==> src/rtl/riscv_pkg.sv <==
// Shared encodings for the multi-cycle RV32I control path: opcodes, FSM states,
// datapath mux selects and the one-hot instruction class produced by ctrl_decode.
package riscv_pkg;

  // Major opcodes (IR[6:0]) understood by the control FSM
  localparam logic [6:0] OP     = 7'b0110011;
  localparam logic [6:0] OP_IMM = 7'b0010011;
  localparam logic [6:0] LOAD   = 7'b0000011;
  localparam logic [6:0] STORE  = 7'b0100011;
  localparam logic [6:0] BRANCH = 7'b1100011;
  localparam logic [6:0] JAL    = 7'b1101111;
  localparam logic [6:0] JALR   = 7'b1100111;
  localparam logic [6:0] LUI    = 7'b0110111;
  localparam logic [6:0] AUIPC  = 7'b0010111;

  typedef enum logic [2:0] {
    FETCH  = 3'd0,
    DECODE = 3'd1,
    EXEC   = 3'd2,
    MEM    = 3'd3,
    WB     = 3'd4,
    TRAP   = 3'd5
  } state_t;

  localparam logic [1:0] ALU_ADD    = 2'b00;
  localparam logic [1:0] ALU_BRANCH = 2'b01;
  localparam logic [1:0] ALU_FUNCT  = 2'b10;

  localparam logic [1:0] PC_ALU    = 2'b00;
  localparam logic [1:0] PC_ALUOUT = 2'b01;

  localparam logic [1:0] SRCA_PC     = 2'b00;
  localparam logic [1:0] SRCA_OLD_PC = 2'b01;
  localparam logic [1:0] SRCA_RS1    = 2'b10;

  localparam logic [1:0] SRCB_RS2  = 2'b00;
  localparam logic [1:0] SRCB_IMM  = 2'b01;
  localparam logic [1:0] SRCB_FOUR = 2'b10;

  localparam logic [1:0] WB_ALUOUT = 2'b00;
  localparam logic [1:0] WB_MEM    = 2'b01;
  localparam logic [1:0] WB_LINK   = 2'b10;
  localparam logic [1:0] WB_IMM    = 2'b11;

  // Exactly one field is set for a supported opcode, none for an illegal one
  typedef struct packed {
    logic op;
    logic op_imm;
    logic load;
    logic store;
    logic branch;
    logic jal;
    logic jalr;
    logic lui;
    logic auipc;
  } inst_class_t;

endpackage

==> src/rtl/ctrl_decode.sv <==
// Combinational opcode classifier: one-hot instruction class plus an illegal flag.
module ctrl_decode
  import riscv_pkg::*;
(
  input  logic [6:0]  opcode_i,
  output inst_class_t cls_o,
  output logic        illegal_o
);

  // Map the major opcode onto its class; anything unrecognised is illegal
  always_comb begin
    cls_o     = '0;
    illegal_o = 1'b0;
    case (opcode_i)
      OP:      cls_o.op     = 1'b1;
      OP_IMM:  cls_o.op_imm = 1'b1;
      LOAD:    cls_o.load   = 1'b1;
      STORE:   cls_o.store  = 1'b1;
      BRANCH:  cls_o.branch = 1'b1;
      JAL:     cls_o.jal    = 1'b1;
      JALR:    cls_o.jalr   = 1'b1;
      LUI:     cls_o.lui    = 1'b1;
      AUIPC:   cls_o.auipc  = 1'b1;
      default: illegal_o    = 1'b1;
    endcase
  end

endmodule

==> src/rtl/multicycle_ctrl.sv <==
// Main control FSM of the multi-cycle RV32I core (FETCH/DECODE/EXEC/MEM/WB/TRAP).
// Outputs are decoded from the state register, the instruction class and the
// handshake inputs, and are all forced low while reset is high.
// Optional: define CTRL_PERF_CNT_EN to add cycle_cnt / instret_cnt counters.
module multicycle_ctrl
  import riscv_pkg::*;
#(
  parameter int unsigned MEM_TIMEOUT = 0
) (
  input  logic       clk,
  input  logic       reset,
  input  logic [6:0] opcode,
  input  logic [2:0] funct3,
  input  logic [6:0] funct7,
  input  logic       branch_taken,
  input  logic       mem_ready,
  output logic       mem_req,
  output logic       mem_we,
  output logic       mem_addr_sel,
  output logic       ir_we,
  output logic       pc_we,
  output logic [1:0] pc_sel,
  output logic [1:0] alu_src_a,
  output logic [1:0] alu_src_b,
  output logic [1:0] alu_op,
  output logic       reg_we,
  output logic [1:0] wb_sel,
  output logic       illegal_inst,
  output logic       mem_fault
`ifdef CTRL_PERF_CNT_EN
  ,
  output logic [31:0] cycle_cnt,
  output logic [31:0] instret_cnt
`endif
);

  state_t      state_q, state_d;
  logic [31:0] wd_q, wd_d;
  logic        illegal_q, illegal_d;
  logic        fault_q, fault_d;
  inst_class_t cls_s;
  logic        bad_op_s;
  logic        wd_expire_s;
  logic        mem_req_s, mem_we_s, addr_sel_s, ir_we_s, pc_we_s, reg_we_s;
  logic [1:0]  pc_sel_s, src_a_s, src_b_s, alu_op_s, wb_sel_s;

  // funct fields go straight to the ALU decoder; the FSM never looks at them
  logic unused_funct_s;
  assign unused_funct_s = ^{funct3, funct7};

  ctrl_decode u_decode (
    .opcode_i  (opcode),
    .cls_o     (cls_s),
    .illegal_o (bad_op_s)
  );

  // Last waiting cycle before the memory watchdog fires (never when disabled)
  assign wd_expire_s = (MEM_TIMEOUT != 0) && (wd_q == (MEM_TIMEOUT - 32'd1));

  // Next-state, watchdog and datapath control decode
  always_comb begin
    state_d    = state_q;
    wd_d       = wd_q;
    illegal_d  = illegal_q;
    fault_d    = fault_q;
    mem_req_s  = 1'b0;
    mem_we_s   = 1'b0;
    addr_sel_s = 1'b0;
    ir_we_s    = 1'b0;
    pc_we_s    = 1'b0;
    reg_we_s   = 1'b0;
    pc_sel_s   = PC_ALU;
    src_a_s    = SRCA_PC;
    src_b_s    = SRCB_RS2;
    alu_op_s   = ALU_ADD;
    wb_sel_s   = WB_ALUOUT;
    case (state_q)
      FETCH: begin
        mem_req_s = 1'b1;
        src_b_s   = SRCB_FOUR;
        if (mem_ready) begin
          ir_we_s = 1'b1;
          pc_we_s = 1'b1;
          state_d = DECODE;
        end else if (wd_expire_s) begin
          fault_d = 1'b1;
          state_d = TRAP;
        end else begin
          wd_d = wd_q + 32'd1;
        end
      end
      DECODE: begin
        src_a_s = SRCA_OLD_PC;
        src_b_s = SRCB_IMM;
        if (bad_op_s) begin
          illegal_d = 1'b1;
          state_d   = TRAP;
        end else begin
          state_d = EXEC;
        end
      end
      EXEC: begin
        if (cls_s.op) begin
          src_a_s  = SRCA_RS1;
          alu_op_s = ALU_FUNCT;
          state_d  = WB;
        end else if (cls_s.op_imm) begin
          src_a_s  = SRCA_RS1;
          src_b_s  = SRCB_IMM;
          alu_op_s = ALU_FUNCT;
          state_d  = WB;
        end else if (cls_s.load || cls_s.store) begin
          src_a_s = SRCA_RS1;
          src_b_s = SRCB_IMM;
          state_d = MEM;
        end else if (cls_s.branch) begin
          src_a_s  = SRCA_RS1;
          alu_op_s = ALU_BRANCH;
          if (branch_taken) begin
            pc_we_s  = 1'b1;
            pc_sel_s = PC_ALUOUT;
          end else begin
            pc_we_s = 1'b0;
          end
          state_d = FETCH;
        end else if (cls_s.jal) begin
          pc_we_s  = 1'b1;
          pc_sel_s = PC_ALUOUT;
          state_d  = WB;
        end else if (cls_s.jalr) begin
          src_a_s = SRCA_RS1;
          src_b_s = SRCB_IMM;
          pc_we_s = 1'b1;
          state_d = WB;
        end else if (cls_s.lui) begin
          state_d = WB;
        end else if (cls_s.auipc) begin
          src_a_s = SRCA_OLD_PC;
          src_b_s = SRCB_IMM;
          state_d = WB;
        end else begin
          // IR is stable from DECODE on, so this only catches corruption
          illegal_d = 1'b1;
          state_d   = TRAP;
        end
      end
      MEM: begin
        mem_req_s  = 1'b1;
        addr_sel_s = 1'b1;
        mem_we_s   = cls_s.store;
        if (mem_ready) begin
          state_d = cls_s.store ? FETCH : WB;
        end else if (wd_expire_s) begin
          fault_d = 1'b1;
          state_d = TRAP;
        end else begin
          wd_d = wd_q + 32'd1;
        end
      end
      WB: begin
        reg_we_s = 1'b1;
        if (cls_s.load) begin
          wb_sel_s = WB_MEM;
        end else if (cls_s.jal || cls_s.jalr) begin
          wb_sel_s = WB_LINK;
        end else if (cls_s.lui) begin
          wb_sel_s = WB_IMM;
        end else begin
          wb_sel_s = WB_ALUOUT;
        end
        state_d = FETCH;
      end
      TRAP: begin
        state_d = TRAP;
      end
      default: begin
        state_d = FETCH;
      end
    endcase
    // Every state change starts a fresh watchdog window
    if (state_d != state_q) begin
      wd_d = '0;
    end else begin
      wd_d = wd_d;
    end
  end

  // FSM state, watchdog counter and sticky fault flags
  always_ff @(posedge clk) begin
    if (reset) begin
      state_q   <= FETCH;
      wd_q      <= '0;
      illegal_q <= 1'b0;
      fault_q   <= 1'b0;
    end else begin
      state_q   <= state_d;
      wd_q      <= wd_d;
      illegal_q <= illegal_d;
      fault_q   <= fault_d;
    end
  end

  assign mem_req      = mem_req_s & ~reset;
  assign mem_we       = mem_we_s & ~reset;
  assign mem_addr_sel = addr_sel_s & ~reset;
  assign ir_we        = ir_we_s & ~reset;
  assign pc_we        = pc_we_s & ~reset;
  assign reg_we       = reg_we_s & ~reset;
  assign pc_sel       = reset ? 2'b00 : pc_sel_s;
  assign alu_src_a    = reset ? 2'b00 : src_a_s;
  assign alu_src_b    = reset ? 2'b00 : src_b_s;
  assign alu_op       = reset ? 2'b00 : alu_op_s;
  assign wb_sel       = reset ? 2'b00 : wb_sel_s;
  assign illegal_inst = illegal_q & ~reset;
  assign mem_fault    = fault_q & ~reset;

`ifdef CTRL_PERF_CNT_EN
  logic [31:0] cycle_q, instret_q;

  // Free-running cycle count and retire count (entry into FETCH after work)
  always_ff @(posedge clk) begin
    if (reset) begin
      cycle_q   <= 32'd0;
      instret_q <= 32'd0;
    end else begin
      cycle_q <= cycle_q + 32'd1;
      if ((state_d == FETCH) && (state_q inside {EXEC, MEM, WB})) begin
        instret_q <= instret_q + 32'd1;
      end else begin
        instret_q <= instret_q;
      end
    end
  end

  assign cycle_cnt   = reset ? 32'd0 : cycle_q;
  assign instret_cnt = reset ? 32'd0 : instret_q;
`endif

endmodule

==> config.mk <==
export PLATFORM = sky130hd
export DESIGN_NAME = multicycle_ctrl
export DESIGN_NICKNAME = d
export VERILOG_FILES = /design/src/rtl/riscv_pkg.sv /design/src/rtl/ctrl_decode.sv /design/src/rtl/multicycle_ctrl.sv
export SDC_FILE = /design/constraint.sdc
export NUM_CORES = 1
export LEC_CHECK = 0
export CAP_MARGIN = 20
export CORE_MARGIN = 1
export CORE_UTILIZATION = 39
export DETAILED_ROUTE_END_ITERATION = 10
export PLACE_DENSITY = 0.82
export SLEW_MARGIN = 20
export SYNTH_ARGS = -nofsm -noshare
export SYNTH_HDL_FRONTEND = slang
export SYNTH_SLANG_ARGS = --single-unit
==> constraint.sdc <==
create_clock -name clk -period 3.4 [get_ports clk]
set_input_delay 0.34 -clock clk [delete_from_list [all_inputs] [get_ports clk]]
set_output_delay 0.34 -clock clk [all_outputs]
set_load 0.01 [all_outputs]
**After elaboration in Yosys (flattened, before gate mapping)**

Cells that the tools add are included.

- Mux-type cells: 83
- Equality and inequality tests: 25
- Reduce and logical (&&, ||, !) cells: 8
- Bitwise gates (word level): 8

Operators by type and width:

| cell | number |
|---|---|
| 2-to-1 mux 1 bit | 47 |
| 2-to-1 mux 2 bit | 23 |
| 2-to-1 mux 3 bit | 8 |
| inequality test 2 bit, second input constant | 11 |
| == test 7 x 6 -> 1 bit, second input constant | 3 |
| == test 7 bit, second input constant | 3 |
| case mux 3 bit (5 select lines) | 1 |
| == test 7 x 5 -> 1 bit, second input constant | 2 |
| AND reduction 10 bit | 1 |
| OR reduction 9 bit | 1 |
| bitwise AND 1 bit | 7 |
| == test 7 x 2 -> 1 bit, second input constant | 1 |
| == test 3 x 2 -> 1 bit, second input constant | 2 |
| == test 3 bit, second input constant | 2 |
| case mux 2 bit (3 select lines) | 1 |
| case mux 1 bit (2 select lines) | 2 |
| case mux 2 bit (2 select lines) | 1 |
| == test 3 x 1 -> 1 bit, second input constant | 1 |
| logical NOT 3 bit | 1 |
| logical OR 1 bit | 2 |
| AND reduction 2 bit | 1 |
| nonzero test 2 bit | 1 |
| OR reduction 2 bit | 1 |
| NOT 1 bit | 1 |

- Output and inout port bits: 18
- Input port bits: 21
- Flip-flop bits (word level): 4
- Word-level logic and storage cells: 126

**Depth between registers and ports, before layout**

Gate-level depths: netlist of run 1.

- Depth after elaboration: 12
- Depth in mapped cells: 6
- Depth with buffers taken out: 5

**Modules after synthesis**

Synthesis of run 1 repeated with hierarchy kept, for this count alone.

- Cells, all modules: 98
- Area, all modules: 685.7 um^2

Modules (own cells, without submodules):

| module | instances | sequential area each (um^2) | cells each | area each (um^2) |
|---|---|---|---|---|
| multicycle_ctrl | 1 | 80.1 | 77 | 554.3 |
| ctrl_decode | 1 | 0.0 | 21 | 131.4 |

**Worst setup path after synthesis of run 1**

OpenSTA, ideal clock, no wires.

- Path kind: input to output
- Start: in opcode[5]
- End: out pc_we
- Path slack: 1.527 ns
- Data arrival time: 1.533 ns
- Cell stages on the path: 6
- Required time: 3.060 ns
- Path buffers: 1
- Path through: clkbuf_1 -> nand3b_1 -> nor2_1 -> a41oi_1 -> o32a_1 -> nor4_1

- Longest elaborated chain between the ends: 10
- Elaborated cells on any way between the ends: 23
- Classes of those cells: 7 x eq/ne; 14 x mux; 1 x bitwise; 1 x reduce/logical

RTL lines:

| item | line | text |
|---|---|---|
| from (decl) | multicycle_ctrl.sv:12 | `input logic [6:0] opcode,` |
| == test 7 bit | ctrl_decode.sv:14 | `case (opcode_i)` |
| 2-to-1 mux 1 bit | ctrl_decode.sv:14 |  |
| 2-to-1 mux 1 bit | multicycle_ctrl.sv:130 | `end else if (cls_s.jalr) begin` |
| 2-to-1 mux 1 bit | multicycle_ctrl.sv:126 | `end else if (cls_s.jal) begin` |
| 2-to-1 mux 1 bit | multicycle_ctrl.sv:116 | `end else if (cls_s.branch) begin` |
| 2-to-1 mux 1 bit | multicycle_ctrl.sv:112 | `end else if (cls_s.load \|\| cls_s.store) begin` |
| 2-to-1 mux 1 bit | multicycle_ctrl.sv:107 | `end else if (cls_s.op_imm) begin` |
| 2-to-1 mux 1 bit * | multicycle_ctrl.sv:103 | `if (cls_s.op) begin` |
| case mux 1 bit (2 select lines) * | multicycle_ctrl.sv:77 | `case (state_q)` |
| bitwise AND 1 bit * | multicycle_ctrl.sv:207 | `assign pc_we = pc_we_s & ~reset;` |
| to (decl) | multicycle_ctrl.sv:21 | `output logic pc_we,` |

Every way passes the cells marked *; elsewhere a longest branch is shown, timed or not.

**Worst setup path after layout of run 1**

- Start: in opcode[2]
- End: out pc_we

Same word-level chain as after synthesis.

==> impl_metrics.env, run 1 <==
export IMPL_crit_path_max_incr_delay_ns=0.70
export IMPL_diodes=0
export IMPL_drv_cap=0
export IMPL_finalWorstSetupSlack_ns=0.4746
export IMPL_port_buffers=26
export IMPL_post_route_period_util_pct=86.04
export IMPL_whs_ns=0.4538
export IMPL_grt_overflow=0
export IMPL_cts_max_level=1
export IMPL_grt_max_degree=14
export IMPL_utilization_pct=58.46
export IMPL_yosys_area_top_type_share_pct=12.50
export IMPL_gp_congestion=0.8442
export IMPL_cts_tree="yes"
export IMPL_grt_pass1_wl_um=2973
export IMPL_r2r_end="state_q[0]$_SDFFE_PP0P_"
export IMPL_slew_viol_final=0
export IMPL_cp_common_cell="clkdlybuf4s50_1"
export IMPL_hpwl_um=1293
export IMPL_grt_pass1_vias=692
export IMPL_critPathRequiredTime_ns=3.06
export IMPL_clkLatencyLatePin_ns=0.23
export IMPL_crit_chain="clkdlybuf4s50_1 -> nand3_1 -> nor2_1 -> a41oi_1 -> o32a_1 -> nor4_1 -> clkdlybuf4s50_1"
export IMPL_hold_depth=2
export IMPL_yosysWarnings=0
export IMPL_critPathMaxFanout=11
export IMPL_p_leak_nw=0.3248
export IMPL_ys_top_cells_by_area="dfxtp_1 13%, a21oi_1 5.5%, nor2_1 5.3%, nand2b_1 4.9%, nor3_1 4.7%"
export IMPL_initial_core_util_pct=42.04
export IMPL_cts_setup_buffers=0
export IMPL_worst_clock_skew_ns=0.0001800
export IMPL_die_h_um=42.53
export IMPL_cp_startpoint="opcode[2]"
export IMPL_min_period_ns=2.925
export IMPL_cts_buffer_depth=2
export IMPL_synth_flop_cell="dfxtp_1"
export IMPL_worstSetupPathType="input pin to primary output"
export IMPL_synth_cells=92
export IMPL_synth_area_sq_um=640.6
export IMPL_crit_end="pc_we"
export IMPL_tns_ns=0
export IMPL_slowest_stage="clkdlybuf4s50_1"
export IMPL_globalRouteTotalUtil_pct=21.08
export IMPL_pre_cts_slack_ns=0.5090
export IMPL_pin_count=39
export IMPL_die_area_sq_um=1809
export IMPL_finalSetupViolCount=0
export IMPL_syn_avg_cell_area_sq_um=6.963
export IMPL_placementRows=14
export IMPL_async_reset_ff_share_pct=0
export IMPL_cts_sinks=4
export IMPL_die_x_um=42.53
export IMPL_antenna_found_initial=0
export IMPL_synth_edf_count=0
export IMPL_rr_worst_depth=5
export IMPL_r2r_start="state_q[1]$_SDFFE_PP0P_"
export IMPL_finalHoldViolations=0
export IMPL_max_freq_mhz=341.8
export IMPL_yosysMostFrequentCell="nor2_1"
export IMPL_start_kind="input pin"
export IMPL_slew_headroom_pct=63.99
export IMPL_endpoint_kind="primary output"
export IMPL_drc=0
export IMPL_wl_um=1699
export IMPL_arrival_ns=2.59
export IMPL_status="finished clean"
export IMPL_dr_first_iter_drc_count=22
export IMPL_p_total_mw=0.1976
export IMPL_peakVddDrop_v=0.00009980
export IMPL_coreArea_sq_um=1524
export IMPL_synth_cell_types=43
export IMPL_ant_nets=0
export IMPL_ctsHoldBuffers=0
export IMPL_hp_class="register to register"
export IMPL_syn_to_final_growth_pct=39.06
export IMPL_num_nets_final=136
export IMPL_ys_seq_area_share_pct=12.50
export IMPL_ys_top_cells_by_count="9 x nor2_1, 7 x a21oi_1, 6 x inv_1, 6 x nor3_1, 5 x nand2b_1"
export IMPL_synth_top_cell_by_area="dfxtp_1"
export IMPL_wire_per_inst_um=13.17
export IMPL_drt_pre_antenna_iters=4
export IMPL_viasPerCell=5.860
export IMPL_clkTransAtPathRegs_ns=0.04
export IMPL_cts_made_buffers=3
export IMPL_vias=756
export IMPL_power_density_nw_per_um2=221.8
export IMPL_grt_setup_unrepaired="no"
export IMPL_cts_root_buffer="clkbuf_4"
export IMPL_worst_slew_pin_slew_ns=0.5360
export IMPL_ys_seq_elements=4
export IMPL_cts_resized=0
export IMPL_drive_gt1_share_pct=9.735
export IMPL_r2r_setup_slack_ns=1.92
-- cells by family after synthesis --
group | count (synthesis) | share of synthesized area [%]
buffers and inverters | 16 | 13.47
AOI/OAI and AO/OA | 26 | 29.49
DFF | 4 | 12.50
other | 1 | 0.5854
and+or+nand+nor | 44 | 42.38
adders and majority gates | 1 | 1.563
-- critical path: cells and delay by family --
kind | cells | cell delay, ns
buf+inv | 2 | 1.29
compound gates | 2 | 0.38
simple gates | 3 | 0.58
-- layout make-up --
cell class | count | area (sq um)
Clock buffer | 3 | 22.52
Inverter | 6 | 22.52
Multi-Input combinational cell | 73 | 478.0
Timing Repair Buffer | 27 | 267.8
Tap cell | 16 | 20.02
Fill cell | 164 | 633.1
Sequential cell | 4 | 80.08
-- metal layers --
| metal | share of wire (%) | global-route usage [%] |
|---|---|---|
| met1 | 45 | 26.36 |
| met2 | 48 | 34.46 |
| met3 | 5.4 | 6.466 |
| met4 | 1.4 | 6.250 |
| met5 | 0 | 0 |
-- placed cells by master (no fill, tap or decap), drive strengths merged, types with 4 or more instances in the layout --
cell           count
a21oi              8
and3               4
clkdlybuf4s50     26
dfxtp              4
inv                6
nand2b             6
nor2               9
nor3               6
nor4               4
-- where the power goes --
| group | switching, mW | internal, mW | total [mW] | leakage, nW |
|---|---|---|---|---|
| Combinational | 0.0395 | 0.0429 | 0.0823 | 0.278 |
| Clock | 0.0188 | 0.0394 | 0.0583 | 0.0138 |
| Sequential | 0.00609 | 0.0509 | 0.0570 | 0.0328 |
| Total | 0.0644 | 0.133 | 0.198 | 0.325 |
-- state kept, by name (all words and copies together), names as in the netlist --
signal,count
illegal_q,1
state_q,3
-- how the worst min path moves through the flow --
stage,from,to,slack [ns]
after floorplan,illegal_q$_SDFFE_PP0P_,illegal_q$_SDFFE_PP0P_,0.43
after global placement,illegal_q$_SDFFE_PP0P_,illegal_q$_SDFFE_PP0P_,0.45
after detailed placement,illegal_q$_SDFFE_PP0P_,illegal_q$_SDFFE_PP0P_,0.45
after CTS,illegal_q$_SDFFE_PP0P_,illegal_q$_SDFFE_PP0P_,0.45
after global routing,illegal_q$_SDFFE_PP0P_,illegal_q$_SDFFE_PP0P_,0.53
final,illegal_q$_SDFFE_PP0P_,illegal_q$_SDFFE_PP0P_,0.45
-- through the flow --
step,instances,instance area [sq um]
after floorplan,93,644.4
after global placement,126,868.3
after detailed placement,126,868.3
after CTS,129,890.9
after global routing,129,890.9
final,129,890.9
No activity file was read; power rests on OpenSTA's default activity.
==> inputs of run 2 (changes only) <==
- PLACE_DENSITY: 0.82 -> 0.83
- TNS_END_PERCENT: unset -> 30
==> run 2 against run 1 <==
Cell count did not move. Total power fell by 0.93%. Die area is the same. Design area unchanged. Hold slack improved by 0.0052 ns. Clock power is 2% lower. Combinational power is 1% lower. Global-route usage decreased by 0.88 points. Sequential share of layout area unchanged.
==> impl_metrics.env, run 2 (synthesized netlist as in run 1, its figures left out) <==
export IMPL_status="finished clean"
export IMPL_largest_reg_flops=3
export IMPL_coreArea_sq_um=1524
export IMPL_wl_um=1698
export IMPL_drv_cap=0
export IMPL_drive_gt1_share_pct=9.735
export IMPL_finalSetupViolCount=0
export IMPL_antenna_found_initial=0
export IMPL_layout_commonest_cell="clkdlybuf4s50_1"
export IMPL_pin_count=39
export IMPL_grt_pass1_wl_um=2953
export IMPL_rr_worst_depth=5
export IMPL_utilization_pct=58.46
export IMPL_start_kind="input pin"
export IMPL_endpoint_kind="primary output"
export IMPL_cts_buffer_depth=2
export IMPL_grt_setup_unrepaired="no"
export IMPL_finalHoldViolations=0
export IMPL_gp_congestion=0.8351
export IMPL_slew_viol_final=0
export IMPL_grt_max_degree=14
export IMPL_die_x_um=42.53
export IMPL_placed_cell_area_sq_um=868.3
export IMPL_cp_top_family="buffers and inverters"
export IMPL_clkLatencyLatePin_ns=0.23
export IMPL_cts_sinks=4
export IMPL_port_buffers=26
export IMPL_viasPerCell=5.907
export IMPL_ctsHoldBuffers=0
export IMPL_whs_ns=0.4590
export IMPL_hp_class="register to register"
export IMPL_slowest_stage="clkdlybuf4s50_1"
export IMPL_diodes=0
export IMPL_die_h_um=42.53
export IMPL_worstSetupPathType="input pin to primary output"
export IMPL_cts_max_level=1
export IMPL_worst_clock_skew_ns=0.001157
export IMPL_cts_resized=0
export IMPL_mostFrequentLayoutCells="26 x clkdlybuf4s50_1, 9 x nor2_1, 7 x a21oi_1"
export IMPL_cts_tree="yes"
export IMPL_grt_pass1_vias=705
export IMPL_ant_nets=0
export IMPL_cts_made_buffers=3
export IMPL_reg_top3="state_q: 3 flops, illegal_q: 1 flops"
export IMPL_syn_to_final_growth_pct=39.06
export IMPL_p_leak_nw=0.3248
export IMPL_clkTransAtPathRegs_ns=0.04
export IMPL_arrival_ns=2.59
export IMPL_grt_overflow=0
export IMPL_critPathMaxFanout=11
export IMPL_peakVddDrop_v=0.00009322
export IMPL_post_route_period_util_pct=86.08
export IMPL_cp_common_cell="clkdlybuf4s50_1"
export IMPL_initial_core_util_pct=42.04
export IMPL_placementRows=14
export IMPL_fin_area_sq_um=890.9
export IMPL_crit_path_max_incr_delay_ns=0.59
export IMPL_vias=762
export IMPL_drt_pre_antenna_iters=4
export IMPL_num_nets_final=136
export IMPL_crit_buf_inv=2
export IMPL_cts_root_buffer="clkbuf_4"
export IMPL_globalRouteTotalUtil_pct=20.19
export IMPL_dr_first_iter_drc_count=15
export IMPL_wire_per_inst_um=13.16
export IMPL_hpwl_um=1296
export IMPL_drc=0
export IMPL_regMostFlops="state_q"
export IMPL_min_period_ns=2.927
export IMPL_max_freq_mhz=341.7
export IMPL_die_area_sq_um=1809
export IMPL_n_fill_cell=159
export IMPL_power_density_nw_per_um2=219.7
export IMPL_critPathRequiredTime_ns=3.06
export IMPL_cp_depth=7
export IMPL_crit_chain="clkdlybuf4s50_1 -> nand3b_1 -> nor2_1 -> a41oi_1 -> o32a_1 -> nor4_1 -> clkdlybuf4s50_1"
export IMPL_tns_ns=0
export IMPL_hold_depth=2
export IMPL_cts_setup_buffers=0
[run 2: cell counts in the layout (fill, tap and decap cells not counted)]
Identical to the previous run, type by type.
[run 2: tightest hold or removal path, stage by stage, from the launching register on]
cell,delay [ns]
dfxtp_1,0.29
inv_1,0.06
a21oi_1,0.06
[run 2: area by class of cell]
class                   instances  area (sq um)  share of cell area (%)
well taps                      16         20.02                   2.247
repair buffers                 27         267.8                   30.06
flip-flops and latches          4         80.08                   8.989
multi-input cells              73         478.0                   53.65
clock buffers                   3         22.52                   2.528
inverters                       6         22.52                   2.528
[run 2: layer usage]
| metal | vias to the layer above | GRT usage, % | part of all wire, % |
|---|---|---|---|
| li1 | 381 | - | - |
| met1 | 348 | 26.36 | 45 |
| met2 | 33 | 33.85 | 49 |
| met3 | 0 | 1.293 | 5.8 |
| met4 | 0 | 8.750 | 0 |
| met5 | - | 0 | 0 |
[run 2: stage by stage]
step | total power [mW] | cells | setup slack [ns]
after floorplan | 0.1074 | 93 | 1.527
after global placement | 0.1372 | 126 | 0.5833
after detailed placement | 0.1385 | 126 | 0.5020
after CTS | 0.1987 | 129 | 0.5069
after global routing | 0.2109 | 129 | 0.3600
final | 0.1957 | 129 | 0.4734
[run 2: power breakdown]
part / total [mW] / switching, mW / leakage [nW] / internal (mW)
Clock: 0.0570 / 0.0176 / 0.0138 / 0.0394
Combinational: 0.0814 / 0.0385 / 0.278 / 0.0429
Sequential: 0.0573 / 0.00641 / 0.0328 / 0.0509
[run 2: worst paths after layout]
check             slack, ns                endpoint               startpoint
hold reg to reg        0.46  illegal_q$_SDFFE_PP0P_   illegal_q$_SDFFE_PP0P_
setup reg to reg       1.90  illegal_q$_SDFFE_PP0P_  state_q[0]$_SDFFE_PP0P_
setup / recovery       0.47                   pc_we                opcode[4]
hold / removal         0.46  illegal_q$_SDFFE_PP0P_   illegal_q$_SDFFE_PP0P_
==> inputs of run 3 (changes only) <==
- CTS_CLUSTER_SIZE: unset -> 28
==> results of run 3 <==
Same layout as run 2: the final DEF is identical, and so are final timing and power.
